$ cat src/rtl/vc_port_arbiter_pkg.sv
// Shared types and constants for the two-VC weighted port arbiter.
package vc_port_arbiter_pkg;

  typedef enum logic [1:0] {
    StIdle     = 2'd0,
    StServeVc0 = 2'd1,
    StServeVc1 = 2'd2
  } arb_state_e;

  // Bit position of the destination-port field inside a FIFO head word.
  localparam int unsigned DestBit      = 4;
  localparam int unsigned DefWeightVc0 = 3;
  localparam int unsigned DefWeightVc1 = 1;
  localparam int unsigned CntW         = 3;

endpackage

$ cat src/rtl/fc_block_tracker.sv
// Per-destination blocked flag driven by downstream pause/continue pulses.
module fc_block_tracker (
  input  logic clk,
  input  logic reset,
  input  logic i_pause,
  input  logic i_continue,
  output logic o_blocked
);

  logic r_blocked;

  // Pause wins over a simultaneous continue.
  always_ff @(posedge clk or posedge reset) begin
    if (reset) begin
      r_blocked <= 1'b0;
    end else if (i_pause) begin
      r_blocked <= 1'b1;
    end else if (i_continue) begin
      r_blocked <= 1'b0;
    end
  end

  assign o_blocked = r_blocked;

endmodule

$ cat src/rtl/vc_port_arbiter.sv
// Weighted round-robin arbiter popping two VC FIFOs onto one registered output,
// skipping a VC whose head word targets a paused destination.
module vc_port_arbiter
  import vc_port_arbiter_pkg::*;
#(
  parameter int unsigned BUS_SIZE   = 5,
  parameter int unsigned WEIGHT_VC0 = DefWeightVc0,
  parameter int unsigned WEIGHT_VC1 = DefWeightVc1
) (
  input  logic              clk,
  input  logic              reset,
  input  logic              active,
  input  logic              empty_VC0,
  input  logic              empty_VC1,
  input  logic [BUS_SIZE:0] data_VC0,
  input  logic [BUS_SIZE:0] data_VC1,
  input  logic              pause_D0,
  input  logic              pause_D1,
  input  logic              continue_D0,
  input  logic              continue_D1,
  output logic              pop_VC0,
  output logic              pop_VC1,
  output logic [BUS_SIZE:0] data_out,
  output logic              valid_out,
  output logic              vc_out,
  output logic              blocked_D0,
  output logic              blocked_D1
);

  localparam logic [CntW-1:0] Weight0   = CntW'(WEIGHT_VC0);
  localparam logic [CntW-1:0] Weight0M1 = CntW'(WEIGHT_VC0 - 1);
  localparam logic [CntW-1:0] Weight1M1 = CntW'(WEIGHT_VC1 - 1);

  arb_state_e        r_state, w_state_d;
  logic [CntW-1:0]   r_cnt, w_cnt_d;
  logic [1:0]        w_blocked;
  logic              w_elig0, w_elig1;
  logic              w_pop0, w_pop1;
  logic              r_valid, r_vc;
  logic [BUS_SIZE:0] r_data;

  fc_block_tracker u_blk_d0 (
    .clk        (clk),
    .reset      (reset),
    .i_pause    (pause_D0),
    .i_continue (continue_D0),
    .o_blocked  (w_blocked[0])
  );

  fc_block_tracker u_blk_d1 (
    .clk        (clk),
    .reset      (reset),
    .i_pause    (pause_D1),
    .i_continue (continue_D1),
    .o_blocked  (w_blocked[1])
  );

  assign w_elig0 = !empty_VC0 && !w_blocked[data_VC0[DestBit]];
  assign w_elig1 = !empty_VC1 && !w_blocked[data_VC1[DestBit]];

  always_comb begin
    w_state_d = r_state;
    w_cnt_d   = r_cnt;
    w_pop0    = 1'b0;
    w_pop1    = 1'b0;
    if (!active) begin
      w_state_d = StIdle;
    end else begin
      case (r_state)
        StIdle: begin
          w_state_d = StServeVc0;
          w_cnt_d   = Weight0;
        end
        StServeVc0: begin
          if (w_elig0 && r_cnt != '0) begin
            w_pop0  = 1'b1;
            w_cnt_d = r_cnt - 1'b1;
          end else if (w_elig1) begin
            w_pop1    = 1'b1;
            w_state_d = StServeVc1;
            w_cnt_d   = Weight1M1;
          end else if (w_elig0) begin
            // Quota spent but the other VC has nothing to send: keep going.
            w_pop0  = 1'b1;
            w_cnt_d = Weight0M1;
          end
        end
        StServeVc1: begin
          if (w_elig1 && r_cnt != '0) begin
            w_pop1  = 1'b1;
            w_cnt_d = r_cnt - 1'b1;
          end else if (w_elig0) begin
            w_pop0    = 1'b1;
            w_state_d = StServeVc0;
            w_cnt_d   = Weight0M1;
          end else if (w_elig1) begin
            w_pop1  = 1'b1;
            w_cnt_d = Weight1M1;
          end
        end
        default: w_state_d = StIdle;
      endcase
    end
  end

  always_ff @(posedge clk or posedge reset) begin
    if (reset) begin
      r_state <= StIdle;
      r_cnt   <= Weight0;
    end else begin
      r_state <= w_state_d;
      r_cnt   <= w_cnt_d;
    end
  end

  always_ff @(posedge clk or posedge reset) begin
    if (reset) begin
      r_valid <= 1'b0;
      r_vc    <= 1'b0;
      r_data  <= '0;
    end else begin
      r_valid <= w_pop0 | w_pop1;
      if (w_pop0) begin
        r_data <= data_VC0;
        r_vc   <= 1'b0;
      end else if (w_pop1) begin
        r_data <= data_VC1;
        r_vc   <= 1'b1;
      end
    end
  end

  assign pop_VC0    = w_pop0;
  assign pop_VC1    = w_pop1;
  assign data_out   = r_data;
  assign valid_out  = r_valid;
  assign vc_out     = r_vc;
  assign blocked_D0 = w_blocked[0];
  assign blocked_D1 = w_blocked[1];

endmodule

$ cat config.mk
export PLATFORM = sky130hd
export DESIGN_NAME = vc_port_arbiter
export DESIGN_NICKNAME = d
export VERILOG_FILES = /design/src/rtl/vc_port_arbiter_pkg.sv /design/src/rtl/fc_block_tracker.sv /design/src/rtl/vc_port_arbiter.sv
export SDC_FILE = /design/constraint.sdc
export NUM_CORES = 1
export LEC_CHECK = 0
export ABC_AREA = 0
export ABC_CLOCK_PERIOD_IN_PS = 2029
export CAP_MARGIN = 5
export CORE_MARGIN = 5
export CORE_UTILIZATION = 30
export CTS_BUF_LIST = sky130_fd_sc_hd__clkbuf_4 sky130_fd_sc_hd__clkbuf_8
export CTS_CLUSTER_DIAMETER = 200
export DETAILED_ROUTE_END_ITERATION = 12
export MAX_ROUTING_LAYER = met4
export SLEW_MARGIN = 10
export SYNTH_ARGS = -nofsm -noshare
export SYNTH_HDL_FRONTEND = slang
export SYNTH_SLANG_ARGS = --single-unit
$ cat constraint.sdc
create_clock -name clk -period 2.03 [get_ports clk]
set_input_delay 0.203 -clock clk [delete_from_list [all_inputs] [get_ports clk]]
set_output_delay 0.203 -clock clk [all_outputs]
set_load 0.005 [all_outputs]
==> flow_summary.json <==
{
  "status": "finished, final reports clean",
  "wire_per_inst_um": 13.6,
  "ys_ff_latch": 15,
  "grt_pass1_wl_mm": 4.60,
  "min-delay-path-class": "primary input to async pin",
  "synth-edff-count": 0,
  "route.detailed.drc": 0,
  "dp_cells": 195,
  "crit_type": "flip-flop to output port",
  "async_flop_share_pct": 100,
  "synth_compound_area_share_pct": 20.8,
  "hold_violations": 0,
  "die_h_um": 66.7,
  "worst-slew-pin-transition_ps": 625,
  "vias_per_cell": 4.68,
  "max-vdd-ir-drop_v": 0.000433,
  "synth.cell_area_um2": 965,
  "core_mm2": 0.00308,
  "cp-start-kind": "flip-flop",
  "vias": 951,
  "max_cap_violations": 0,
  "regArea_um2": 378,
  "p_sw_mw": 0.588,
  "final.period_utilization_pct": 98.0,
  "gr-total-overflow": 0,
  "final_cell_area_mm2": 0.00165,
  "yosysMostFrequentCell": "dfrtp_1",
  "synth_nets": 122,
  "ys_top_cells_by_area": "dfrtp_1 (34%), ha_1 (7.8%), mux2i_1 (6.2%)",
  "slew_violations": 0,
  "first_iter_violations": 21,
  "tns_ps": 0,
  "syn-instance-count": 95,
  "synth_top_area_share_pct": 33.7,
  "end_kind": "output port",
  "synth-xor-area-share_pct": 0.908,
  "root_buffer": "clkbuf_4",
  "first_pass_iters": 4,
  "yosysSeqAreaShare_pct": 39.2,
  "cts-buffers-inserted": 3,
  "arrival_ps": 1790,
  "synth_common_cells": "dfrtp_1 (13), nor2_1 (11), inv_1 (10)",
  "powerDensity_mw_per_mm2": 1010,
  "dpl_worst_slack_ps": -246,
  "numPortBuffers": 32,
  "diodes": 0,
  "fmax_mhz": 502,
  "grt_max_degree": 16,
  "num_io_pins": 33,
  "maxSlewHeadroom_pct": 58.3,
  "antenna_found_initial": 0,
  "grt_pass1_vias": 1004,
  "p_seq_share_pct": 29.1,
  "area_delta_synth_final_pct": 71.3,
  "num_rows": 20,
  "grt_usage_pct": 14.2,
  "combPwrFrac_pct": 60.1,
  "clock_sinks": 15,
  "nets": 187,
  "ys.warnings.count": 0,
  "dpl-instance-area_mm2": 0.00152,
  "finalClockSkew_ps": 9.52,
  "ctsHoldBuffers": 0,
  "synthFlopType": "dfrtp_1",
  "cp_max_fo": 3,
  "stdcell_count": 203,
  "routed_wl_mm": 2.75,
  "worstPathRequired_ps": 1830,
  "postSynthAreaPerCell_um2": 10.2,
  "start_util_pct": 31.3,
  "gp_congestion": 0.835,
  "die-area_mm2": 0.00445,
  "fin_ws_ps": 39.9,
  "muxShareOfSynthArea_pct": 11.5,
  "setup_violations": 0,
  "dp_hpwl_mm": 2.08,
  "leakagePower_nw": 0.750,
  "clockPowerShare_pct": 10.8,
  "ys_types": 38,
  "p_int_mw": 1.08,
  "synth-simple-area-share_pct": 15.4,
  "cts_tree": "done",
  "synth_top_area_cell": "dfrtp_1",
  "die_x_um": 66.7,
  "multi_input_area_um2": 623,
  "path_clk_slew_ps": 110,
  "synth_fa_ha_area_share_pct": 7.78,
  "rsz0062_at_grt": "yes",
  "clk_path_buf_depth": 2,
  "finalCriticalPeriod_ps": 1990,
  "swShare_pct": 35.2,
  "cts_htree_levels": 1,
  "fillers": 274,
  "synth_top_family_by_area": "compound AO/OA/AOI/OAI gates",
  "drive_above_1_share_pct": 37.7,
  "ant_nets": 0,
  "clk_latency_ps": 290
}
[worst max-delay path: stages, from the launching register on]
cell     delay (ps)
dfstp_2         550
inv_2            50
ha_4            160
nor2b_4         130
o31a_1          270
nor2_2          130
nor4b_4          60
buf_2           150
[power groups by stage]
stage / registers [mW] / logic, mW / clock network (mW)
after floorplan: 0.487 / 0.395 / 0
after global placement: 0.479 / 0.855 / 0
after detailed placement: 0.485 / 0.866 / 0
after CTS: 0.483 / 0.944 / 0.188
after global routing: 0.506 / 1.11 / 0.198
final: 0.486 / 1.00 / 0.181
[per-layer routing]
metal	wire length, um	GRT usage [%]	up-vias
met5	0	-	-
met4	24	3.81	0
met3	152	3.71	2
met2	1350	23.9	26
met1	1220	16.8	454
li1	-	-	469
[timing repair]
action	CTS	global route
pin swaps	5	7
endpoints found under the setup margin	2	4
gates resized for setup	20	8
setup buffers	3	1
[path summary, 6_finish.rpt]
| check | startpoint | endpoint | slack, ps | cells after the start |
|---|---|---|---|---|
| hold / removal | reset | u_blk_d0.o_blocked | 280 | 2 |
| setup / recovery | r_cnt[1] | pop_VC1 | 40 | 7 |
| setup reg to reg | r_cnt[1] | r_cnt[1] | 70 | 8 |
| hold reg to reg | vc_out | vc_out | 510 | 1 |
| max in group asynchronous | reset | data_out[1] | 1340 | 2 |
| min in group clk | pause_D0 | u_blk_d0.o_blocked | 460 | 2 |
[state kept, by name (all words and copies together), names as in the netlist]
signal and count:
data_out 6, r_cnt 3, r_state 2, u_blk_d0.o_blocked 1
u_blk_d1.o_blocked 1, valid_out 1, vc_out 1
[through the flow]
stage | util [%] | power (mW) | hold WS, ps
CTS | 52.7 | 1.62 | 309
detailed placement | 49.5 | 1.35 | 493
global placement | 49.5 | 1.33 | 479
floorplan | - | 0.882 | 103
finish | 53.7 | 1.67 | 279
global route | 53.7 | 1.81 | 340
[cell type report]
class / count / area share, %
multi-input combinational: 69 / 37.7
tap: 44 / 3.33
sequential: 15 / 22.9
clock buffer: 3 / 1.36
inverter: 10 / 2.27
clock inverter: 1 / 0.303
timing repair buffer: 61 / 32.2
[logic make-up (layout without fill, tap and decap cells)]
family | Yosys count | after routing
AOI/OAI and AO/OA | 24 | 24
muxes | 10 | 10
and+or+nand+nor | 28 | 28
buffers and inverters | 11 | 75
xor gates and xnor gates | 1 | 1
adders and majority gates | 6 | 6
DFF | 15 | 15
[cell usage in the layout, fill, tap and decap left out, types with 2 or more instances in the layout]
cell	count
dfrtp_1	13
ha_1	3
o21ai_0	2
buf_2	2
ha_4	2
o21ai_1	2
clkbuf_4	3
inv_2	3
mux2_4	2
mux2i_1	6
inv_1	7
buf_4	28
nand2_1	3
a21oi_1	6
nor2_1	10
a21o_1	2
dfstp_2	2
clkdlybuf4s50_1	30
(Power assumes the default switching activity.)
